File: src/rtl/alu_pkg.sv
// Shared ALU definitions: datapath widths, flag bit positions, opcode encoding
// and the writeback entry record used by the execute-to-writeback buffer.
package alu_pkg;

    localparam int DATA_W = 16;
    localparam int RD_W   = 3;
    localparam int FLAG_W = 3;

    localparam int FLAG_Z = 0;
    localparam int FLAG_N = 1;
    localparam int FLAG_V = 2;

    // Opcode encoding shared with the controller.
    typedef enum logic [2:0] {
        ALU_ADD = 3'd0,
        ALU_SUB = 3'd1,
        ALU_AND = 3'd2,
        ALU_OR  = 3'd3,
        ALU_XOR = 3'd4,
        ALU_NOT = 3'd5,
        ALU_SHL = 3'd6,
        ALU_SHR = 3'd7
    } alu_op_t;

    typedef struct packed {
        logic [DATA_W-1:0] data;
        logic [FLAG_W-1:0] flags;
        logic [RD_W-1:0]   rd;
        logic              wr_en;
        logic              ld_status;
    } wb_entry_t;

endpackage

File: src/rtl/wb_fifo.sv
// Generic DEPTH-entry first-word-fall-through store for writeback entries.
// Full/empty are told apart by the occupancy count alone.
module wb_fifo
    import alu_pkg::*;
#(
    parameter int  DEPTH = 2,
    localparam int PTR_W = $clog2(DEPTH),
    localparam int CNT_W = PTR_W + 1
) (
    input  logic             clk,
    input  logic             rst_n,
    input  logic             i_push,
    input  logic             i_pop,
    input  wb_entry_t        i_entry,
    output wb_entry_t        o_head,
    output logic [CNT_W-1:0] o_count
);

    wb_entry_t        r_mem [DEPTH];
    logic [PTR_W-1:0] r_wr_ptr;
    logic [PTR_W-1:0] r_rd_ptr;
    logic [CNT_W-1:0] r_count;

    // Storage needs no reset: nothing is read while the count is zero.
    always_ff @(posedge clk) begin
        if (i_push) begin
            r_mem[r_wr_ptr] <= i_entry;
        end
    end

    // DEPTH is a power of two, so pointers wrap naturally.
    always_ff @(posedge clk or negedge rst_n) begin
        if (!rst_n) begin
            r_wr_ptr <= '0;
            r_rd_ptr <= '0;
            r_count  <= '0;
        end else begin
            if (i_push) begin
                r_wr_ptr <= r_wr_ptr + 1'b1;
            end
            if (i_pop) begin
                r_rd_ptr <= r_rd_ptr + 1'b1;
            end
            r_count <= r_count + CNT_W'(i_push) - CNT_W'(i_pop);
        end
    end

    assign o_head  = r_mem[r_rd_ptr];
    assign o_count = r_count;

endmodule

File: src/rtl/alu_writeback_buffer.sv
// Execute-to-writeback buffer: queues ALU results and retires them in order to
// the register file and status register. Optional zero-latency path: WB_BYPASS_EN.
module alu_writeback_buffer
    import alu_pkg::*;
#(
    parameter int  DATA_W = alu_pkg::DATA_W,
    parameter int  DEPTH  = 2,
    parameter int  RD_W   = alu_pkg::RD_W,
    localparam int CNT_W  = $clog2(DEPTH) + 1
) (
    input  logic              clk,
    input  logic              rst_n,
    input  logic              in_valid,
    output logic              in_ready,
    input  logic [DATA_W-1:0] in_data,
    input  logic [2:0]        in_flags,
    input  logic [RD_W-1:0]   in_rd,
    input  logic              in_wr_en,
    input  logic              in_ld_status,
    output logic              wb_valid,
    input  logic              wb_ready,
    output logic [DATA_W-1:0] wb_data,
    output logic [RD_W-1:0]   wb_rd,
    output logic [2:0]        status,
    output logic [CNT_W-1:0]  count
);

    wb_entry_t        w_in_entry;
    wb_entry_t        w_head;
    logic [CNT_W-1:0] w_count;
    logic             w_head_valid;
    logic             w_push;
    logic             w_pop;
    logic             w_bypass;
    logic [2:0]       r_status;

    always_comb begin
        w_in_entry           = '0;
        w_in_entry.data      = in_data;
        w_in_entry.flags     = in_flags;
        w_in_entry.rd        = in_rd;
        w_in_entry.wr_en     = in_wr_en;
        w_in_entry.ld_status = in_ld_status;
    end

    // Acceptance looks at the registered count only, so a full buffer refuses
    // a push even when the head retires on the same edge.
    assign in_ready     = (w_count < CNT_W'(DEPTH));
    assign w_head_valid = (w_count != '0);
    // Status-only entries (wr_en=0) never wait on the register file.
    assign w_pop        = w_head_valid && (!w_head.wr_en || wb_ready);

`ifdef WB_BYPASS_EN
    assign w_bypass = (w_count == '0) && in_valid && in_wr_en && wb_ready;
`else
    assign w_bypass = 1'b0;
`endif

    assign w_push = in_valid && in_ready && !w_bypass;

    wb_fifo #(
        .DEPTH   (DEPTH)
    ) u_fifo (
        .clk     (clk),
        .rst_n   (rst_n),
        .i_push  (w_push),
        .i_pop   (w_pop),
        .i_entry (w_in_entry),
        .o_head  (w_head),
        .o_count (w_count)
    );

    always_comb begin
        wb_valid = w_head_valid && w_head.wr_en;
        wb_data  = w_head.data;
        wb_rd    = w_head.rd;
`ifdef WB_BYPASS_EN
        if (w_bypass) begin
            wb_valid = 1'b1;
            wb_data  = in_data;
            wb_rd    = in_rd;
        end
`endif
    end

    // Bypass only fires on an empty buffer, so it never races a FIFO retire.
    always_ff @(posedge clk or negedge rst_n) begin
        if (!rst_n) begin
            r_status <= 3'b000;
        end else if (w_pop && w_head.ld_status) begin
            r_status <= w_head.flags;
        end else if (w_bypass && in_ld_status) begin
            r_status <= in_flags;
        end
    end

    assign status = r_status;
    assign count  = w_count;

endmodule
File: config.mk
export PLATFORM = sky130hd
export DESIGN_NAME = alu_writeback_buffer
export DESIGN_NICKNAME = d
export VERILOG_FILES = /design/src/rtl/alu_pkg.sv /design/src/rtl/wb_fifo.sv /design/src/rtl/alu_writeback_buffer.sv
export SDC_FILE = /design/constraint.sdc
export NUM_CORES = 1
export LEC_CHECK = 0
export CELL_PAD_IN_SITES_DETAIL_PLACEMENT = 1
export CELL_PAD_IN_SITES_GLOBAL_PLACEMENT = 2
export CORE_MARGIN = 2
export CORE_UTILIZATION = 38
export DETAILED_ROUTE_END_ITERATION = 12
export GPL_TIMING_DRIVEN = 0
export MAX_ROUTING_LAYER = met4
export PLACE_DENSITY = 0.92
export SETUP_SLACK_MARGIN = 0.2
export SKIP_CTS_REPAIR_TIMING = 1
export SKIP_LAST_GASP = 1
export SYNTH_ARGS = -nofsm -noshare
export SYNTH_HDL_FRONTEND = slang
export SYNTH_HIERARCHICAL = 1
export SYNTH_SLANG_ARGS = --single-unit
File: constraint.sdc
create_clock -name clk -period 4 [get_ports clk]
set_input_delay 0.4 -clock clk [delete_from_list [all_inputs] [get_ports clk]]
set_output_delay 0.4 -clock clk [all_outputs]
set_load 0.02 [all_outputs]
Word level (Yosys, flattened, before mapping)

Memory sizes are Yosys's and may differ from the RTL's.
Cells that the tools add are included.

$add $sub $neg: 4
Order comparisons: 1
Muxes and demuxes: 2
Reductions and logical operators: 7

Operator list:

| operator            | number |
|---|---|
| $logic_and 1x1->1   | 4 |
| $add 1x1->1 const B | 2 |
| $add 2x1->2         | 1 |
| $lt 2x2->1 const B  | 1 |
| $mux 1              | 2 |
| $reduce_bool 2->1   | 1 |
| $sub 2x1->2         | 1 |
| $logic_not 1->1     | 1 |
| $logic_or 1x1->1    | 1 |

Register bits: 7
Memory bits (writable): 48
Output and inout bits: 26
Memories: 1

Memories:

| name         | words | width | read ports | clocked after Yosys merged registers in | wr ports | RTL line      | source |
|---|---|---|---|---|---|---|---|
| u_fifo.r_mem | 2     | 24    | 1          | 0                                       | 1        | wb_fifo.sv:19 | `wb_entry_t r_mem [DEPTH];` |

Depth between registers and ports, before layout

Gate-level depths: netlist (run 1).
An unclocked memory read counts as a cell.

Depth in word-level cells: 5
Depth in mapped cells: 8
Gate-level depth less buffers: 6

By module

The synthesis (run 1) kept the hierarchy.

Modules (own cells, without submodules):

| module               | instances | cells each | area an instance (um^2) | seq. area each (um^2) |
|---|---|---|---|---|
| wb_fifo              | 1         | 88         | 2,020.7                 | 1,541.5 |
| alu_writeback_buffer | 1         | 14         | 155.1                   | 75.1 |

Least setup slack after synthesis (run 1)

Ideal clock, no wire load.

Path kind: register -> register
Start: register u_fifo.r_count[1], in the netlist u_fifo/o_count[1]
End: memory u_fifo/r_mem[0][0] (netlist bit) (enable)
Arrival: 1,914 ps
Data required time: 3,592 ps
Setup slack: 1,678 ps
Cell stages (with the launch flop): 3
Path buffers: 0
Cell sequence: dfrtp_1 > and2b_1 > nor2b_1

Cells in the longest elaborated chain, start to end: 4

RTL lines:

| item                         | RTL line                   | source |
|---|---|---|
| start, declared              | wb_fifo.sv:22              | `logic [CNT_W-1:0] r_count;` |
| start signal, assigned       | wb_fifo.sv:44              | `r_count <= r_count + CNT_W'(i_push) - CNT_W'(i_pop);` |
| $lt 2x2->1                   | alu_writeback_buffer.sv:48 | `assign in_ready = (w_count < CNT_W'(DEPTH));` |
| $logic_and 1x1->1            | alu_writeback_buffer.sv:59 | `assign w_push = in_valid && in_ready && !w_bypass;` |
| named net w_push             | alu_writeback_buffer.sv:32 | `logic w_push;` |
| $mux 1                       | wb_fifo.sv:26              | `if (i_push) begin` |
| $mux 1 (implied by the code) | wb_fifo.sv:27              | `r_mem[r_wr_ptr] <= i_entry;` |
| end, declared                | wb_fifo.sv:19              |  |

The timed path passes the listed nets, and every way through them passes these cells.

==> flow_summary.toml, run 1 <==
[yosys]
async_flop_share_pct = 12.7
netlist.area_leader.share_pct = 66.2
yosys_warnings = 6
synth_cell_types = 16
ys_seq_area_share_pct = 74.3
avgSynthCellArea_um2 = 21.3
synth_top_cell_by_area = "edfxtp_1"
ys.flop_type = "edfxtp_1"
synth_edf_count = 48
syn_inst = 102
yosysMostFrequentCell = "edfxtp_1"
synthTopCellsByArea = "edfxtp_1, mux2_4, dfrtp_1"
ys_seq_elements = 55
syn-cell-area_um2 = 2180
synth_nets = 132
synthTopCellsByCount = "edfxtp_1, mux2_4, mux2_2"

[global_route]
globalRoute.totalOverflow = 0
grt_max_degree = 25
track_usage_pct = 13.4
grt_pass1_vias = 1156
antenna_found_initial = 0
grt_pass1_wl_um = 5990

[job]
max_cap_viol_count = 0

[setup_path]
crit_path_cell_trace = "buf_6, buf_12, mux2_4, inv_1, nor2_1, clkdlybuf4s50_1"
r2r_end = "u_fifo/o_count[1]"
r2r_cells = 8
critPathKind = "reg2out"
end_kind = "primary output"
r2r_slack_ns = 1.92
worst_ep_arrival_time_ns = 1.98
worstPathRequired_ns = 3.60
cpPeakStageDelay_ns = 0.53
r2r_start = "u_fifo/r_rd_ptr"
cp_max_fo = 10
slowest_stage = "clkdlybuf4s50_1"
worst_setup_path_start_kind = "flop"

[floorplan]
ios = 54
chipHeight_um = 79.7
num_rows = 27
die_w_um = 79.7
design.core.area_um2 = 5510
die_area_um2 = 6350
start_util_pct = 39.5

[cells_and_area]
regArea_um2 = 1620
diodes = 0
multiInputGateArea_um2 = 492
fillerInstances = 513
areaGrowthSynthToFinish_pct = 34.7
drive_above_1_share_pct = 25.0
post-route-util_pct = 53.2
fin_cells = 236
layout.nets = 193

[clock_network]
clockRootBuffer = "clkbuf_8"
htreeDepth = 2
cts_buffers = 5
cts_tree = "built"
clk_path_buf_depth = 2
cts_sinks = 55
clk_latency_ns = 0.29
path_clk_slew_ns = 0.09

[detailed_routing]
viasPerCell = 4.55
avgRoutedWirePerCell_um = 16.2
drc = 0
wl_um = 3820
vias = 1073
initialDrtViolationCount = 46
drtAntennaViolNets = 0
first_pass_iters = 4

[hold_path]
min_path_type = "in2async"

[timing]
setup-tns-final_ns = 0
setup_viol = 0
fmax_mhz = 420
finalCriticalPeriod_ns = 2.38
finalClockSkew_ns = 0.00378
slew_viol_final = 0
maxSlewHeadroom_pct = 24.1
rsz0062_at_grt = "false"
min_period_over_period_pct = 59.5
worst_pin_slew_ns = 1.14
holdWs_ns = 0.369
hold_violations = 0

[power]
ir_drop_mv = 0.333
p_per_area_nw_per_um2 = 717
power_mw = 2.10
power.leakage_nw = 1.10

[place]
gp_congestion = 0.664
dp_cells = 228
dpl.hpwl_um = 2790
port_buffers = 53

[outcome]
status = "finished clean"
[worst max-delay path: cells and delay by family, from the launching register on]
family,cells,cell delay (ns)
buffers and inverters,4,0.92
flip-flops,1,0.40
multiplexers,1,0.31
AND/OR/NAND/NOR,1,0.05
[per-layer routing]
layer | up-vias | global-route usage, % | part of all wire [%]
met5 | - | - | 0
met4 | 0 | 5.34 | 2.4
met3 | 8 | 3.51 | 4.6
met2 | 32 | 22.9 | 53
met1 | 528 | 14.9 | 40
li1 | 505 | - | -
[power by group]
part | switching (mW) | internal, mW | total (mW)
Clock | 0.166 | 0.203 | 0.369
Sequential | 0.0540 | 0.769 | 0.823
Combinational | 0.410 | 0.500 | 0.910
[worst max-delay path by stage]
stage / startpoint / end / slack (ns) / cells after the start
2_1_floorplan: u_fifo/o_count[1] / u_fifo/r_mem[0][0] / 1.68 / 2
3_3_place_gp: in_valid / u_fifo/r_mem[0][18] / 0.95 / 3
3_5_place_dp: in_valid / u_fifo/r_mem[1][15] / 1.57 / 3
4_1_cts: u_fifo/r_rd_ptr / wb_valid / 1.60 / 6
5_1_grt: u_fifo/r_rd_ptr / wb_valid / 1.54 / 6
6_report: u_fifo/r_rd_ptr / wb_valid / 1.62 / 6
[sequential cells by signal, indices dropped and copies added, names as in the netlist]
| name | cells |
|---|---|
| u_fifo/r_rd_ptr | 1 |
| u_fifo/r_wr_ptr | 1 |
| status | 3 |
| u_fifo/o_count | 2 |
| u_fifo/r_mem | 48 |
[stage by stage]
step / cell area [um^2] / worst slack, ns
floorplan: 2180 / 1.68
global placement: 2800 / 0.953
detailed placement: 2810 / 1.57
CTS: 2930 / 1.60
global route: 2930 / 1.54
finish: 2930 / 1.62
[cell usage in the layout (no fill, tap or decap)]
cell             count
a21oi_1              1
xor3_1               1
buf_12               2
clkbuf_8             6
buf_6                1
mux2_2               8
and2b_1              1
nor2_1               2
mux2_4              19
nor2b_2              1
dfrtp_1              7
and2_1               1
bufinv_16            1
inv_1                5
o221ai_2             1
ha_1                 2
buf_8                1
xor2_1               2
clkdlybuf4s50_1     53
edfxtp_1            48
clkinv_2             1
[final cells by class]
| cell class | instances | share of cell area, % |
|---|---|---|
| clock buffer | 6 | 2.82 |
| tap | 72 | 3.07 |
| clock inverter | 2 | 1.20 |
| sequential | 55 | 55.1 |
| multi-input combinational | 39 | 16.8 |
| timing repair buffer | 54 | 18.6 |
| inverter | 5 | 0.640 |
| buffer | 3 | 1.75 |
[cell families (layout without fill, tap and decap cells)]
logic type / after synthesis / in the layout / synth area share (%)
compound gates: 2 / 2 / 0.920
mux: 27 / 27 / 17.3
buf+inv: 8 / 70 / 3.22
flops: 55 / 55 / 74.3
fa+ha+maj: 2 / 2 / 1.15
xor+xnor: 3 / 3 / 1.90
simple gates: 5 / 5 / 1.27
Note: power is estimated with default switching activity, not from simulation.
==> run 2: changes to the inputs <==
--- a/config.mk
+++ b/config.mk
@@ -8,11 +8,11 @@
 export CELL_PAD_IN_SITES_DETAIL_PLACEMENT = 1
 export CELL_PAD_IN_SITES_GLOBAL_PLACEMENT = 2
 export CORE_MARGIN = 2
-export CORE_UTILIZATION = 38
+export CORE_UTILIZATION = 35
 export DETAILED_ROUTE_END_ITERATION = 12
 export GPL_TIMING_DRIVEN = 0
 export MAX_ROUTING_LAYER = met4
-export PLACE_DENSITY = 0.92
+export PLACE_DENSITY = 0.87
 export SETUP_SLACK_MARGIN = 0.2
 export SKIP_CTS_REPAIR_TIMING = 1
 export SKIP_LAST_GASP = 1
==> constraint.sdc (replaced) <==
create_clock -name clk -period 2.5 [get_ports clk]
set_input_delay 0.25 -clock clk [delete_from_list [all_inputs] [get_ports clk]]
set_output_delay 0.25 -clock clk [all_outputs]
set_load 0.02 [all_outputs]
==> run 2 against run 1 <==
Effect of this change:
- non-clock buffer count decreased by 1
- flip-flop and latch count stayed put
- combinational power increased by 58%
- die area up 8.1%
- critical endpoint is now wb_data[9]
- register-to-register slack worse by 1.5 ns
- power up 53%
- cell count increased by 0.85%
- via count shrank 0.37%
- first-iteration DRC count increased by 54%
- routed wire length down 2.3%
- largest power group unchanged
- clock skew up 0.0012 ns
- sequential power increased by 60%
==> flow_summary.toml, run 2 (synthesized netlist as in run 1, its figures left out) <==
[outcome]
status = "finished clean"

[power]
power_mw = 3.22
p_per_area_nw_per_um2 = 1110
ir_drop_mv = 0.564
power.leakage_nw = 1.08

[clock_network]
clk_path_buf_depth = 2
cts_tree = "built"
clockRootBuffer = "clkbuf_8"
path_clk_slew_ns = 0.09
htreeDepth = 2
clk_latency_ns = 0.30
cts_sinks = 55
cts_buffers = 5

[floorplan]
design.core.area_um2 = 5960
die_w_um = 82.8
chipHeight_um = 82.8
num_rows = 28
start_util_pct = 36.5
ios = 54
die_area_um2 = 6860

[timing]
rsz0062_at_grt = "false"
fmax_mhz = 477
setup-tns-final_ns = 0
slew_viol_final = 0
finalCriticalPeriod_ns = 2.10
holdWs_ns = 0.208
worst_pin_slew_ns = 1.15
finalClockSkew_ns = 0.00499
maxSlewHeadroom_pct = 23.1
hold_violations = 0
setup_viol = 0
min_period_over_period_pct = 83.8

[detailed_routing]
avgRoutedWirePerCell_um = 15.7
wl_um = 3730
drc = 0
drtAntennaViolNets = 0
vias = 1069
first_pass_iters = 4
initialDrtViolationCount = 71
viasPerCell = 4.49

[setup_path]
crit_path_cell_trace = "buf_6, buf_12, mux2_4, clkdlybuf4s50_1"
slowest_stage = "clkdlybuf4s50_1"
r2r_cells = 2
cpPeakStageDelay_ns = 0.55
worst_setup_path_start_kind = "flop"
end_kind = "primary output"
worstPathRequired_ns = 2.25
r2r_start = "u_fifo/o_count[1]"
critPathKind = "reg2out"
cp_max_fo = 10
r2r_slack_ns = 0.40
path_buf_inv = 3
worst_ep_arrival_time_ns = 1.85
r2r_end = "u_fifo/r_mem[1][17]"
critical_path.top_delay_family = "buffers and inverters"

[global_route]
grt_max_degree = 25
grt_pass1_wl_um = 6310
track_usage_pct = 12.1
globalRoute.totalOverflow = 0
antenna_found_initial = 0
grt_pass1_vias = 1247

[place]
dp_cells = 230
gp_congestion = 0.692
dpl.hpwl_um = 2670
port_buffers = 53
dpl_cell_area_um2 = 2800

[cells_and_area]
fin_cells = 238
top_register = "u_fifo/r_mem"
diodes = 0
layout.nets = 192
largest_reg_flops = 48
mostFrequentLayoutCells = "clkdlybuf4s50_1, edfxtp_1, mux2_4, mux2_2, dfrtp_1"
drive_above_1_share_pct = 23.9
design_area_um2 = 2900
areaGrowthSynthToFinish_pct = 33.1
layout_commonest_cell = "clkdlybuf4s50_1"
fillerInstances = 591

[job]
max_cap_viol_count = 0

[hold_path]
min_path_type = "in2async"
run 2: cell count changes in the layout (fill, tap and decap cells not counted), sizes merged:
cell,change
buf,-1
bufinv,-1
clkdlybuf4s50,-1
clkinvlp,+1
dlymetal6s2s,+1
run 2: routing by layer:
metal / routed length (um) / GRT usage, % / up-vias
li1: - / - / 502
met1: 1410 / 13.2 / 534
met2: 2100 / 20.8 / 31
met3: 193 / 3.78 / 2
met4: 34 / 4.47 / 0
met5: 0 / - / -
run 2: where the power goes:
| group | switching (mW) | internal [mW] | leakage, nW |
|---|---|---|---|
| Clock | 0.267 | 0.196 | 0.0412 |
| Combinational | 0.651 | 0.789 | 0.518 |
| Sequential | 0.0844 | 1.23 | 0.523 |
run 2: layout make-up:
class	count	area (um^2)	share of cell area, %
clock buffer	6	72.6	2.51
sequential	55	1620	55.8
tap	75	93.8	3.24
multi-input combinational	39	497	17.2
buffer	3	51.3	1.77
timing repair buffer	53	533	18.4
inverter	5	18.8	0.648
clock inverter	2	12.5	0.432
run 2: metrics by stage:
stage	setup slack, ns	utilization (%)
floorplan	0.619	-
global placement	0.189	47.1
detailed placement	0.120	47.1
CTS	0.254	48.5
global route	0.213	48.6
finish	0.405	48.6
run 2: how the worst max path moves through the flow:
stage                       from                   to  slack (ns)  cells past startpoint
2_1_floorplan    u_fifo/r_rd_ptr    u_fifo/o_count[1]        0.62                      8
3_3_place_gp            in_valid  u_fifo/r_mem[0][22]        0.19                      3
3_5_place_dp            in_valid  u_fifo/r_mem[0][22]        0.12                      3
4_1_cts          u_fifo/r_rd_ptr             wb_valid        0.25                      6
5_1_grt        u_fifo/o_count[1]   u_fifo/r_mem[1][2]        0.21                      2
6_report         u_fifo/r_rd_ptr           wb_data[9]        0.40                      4
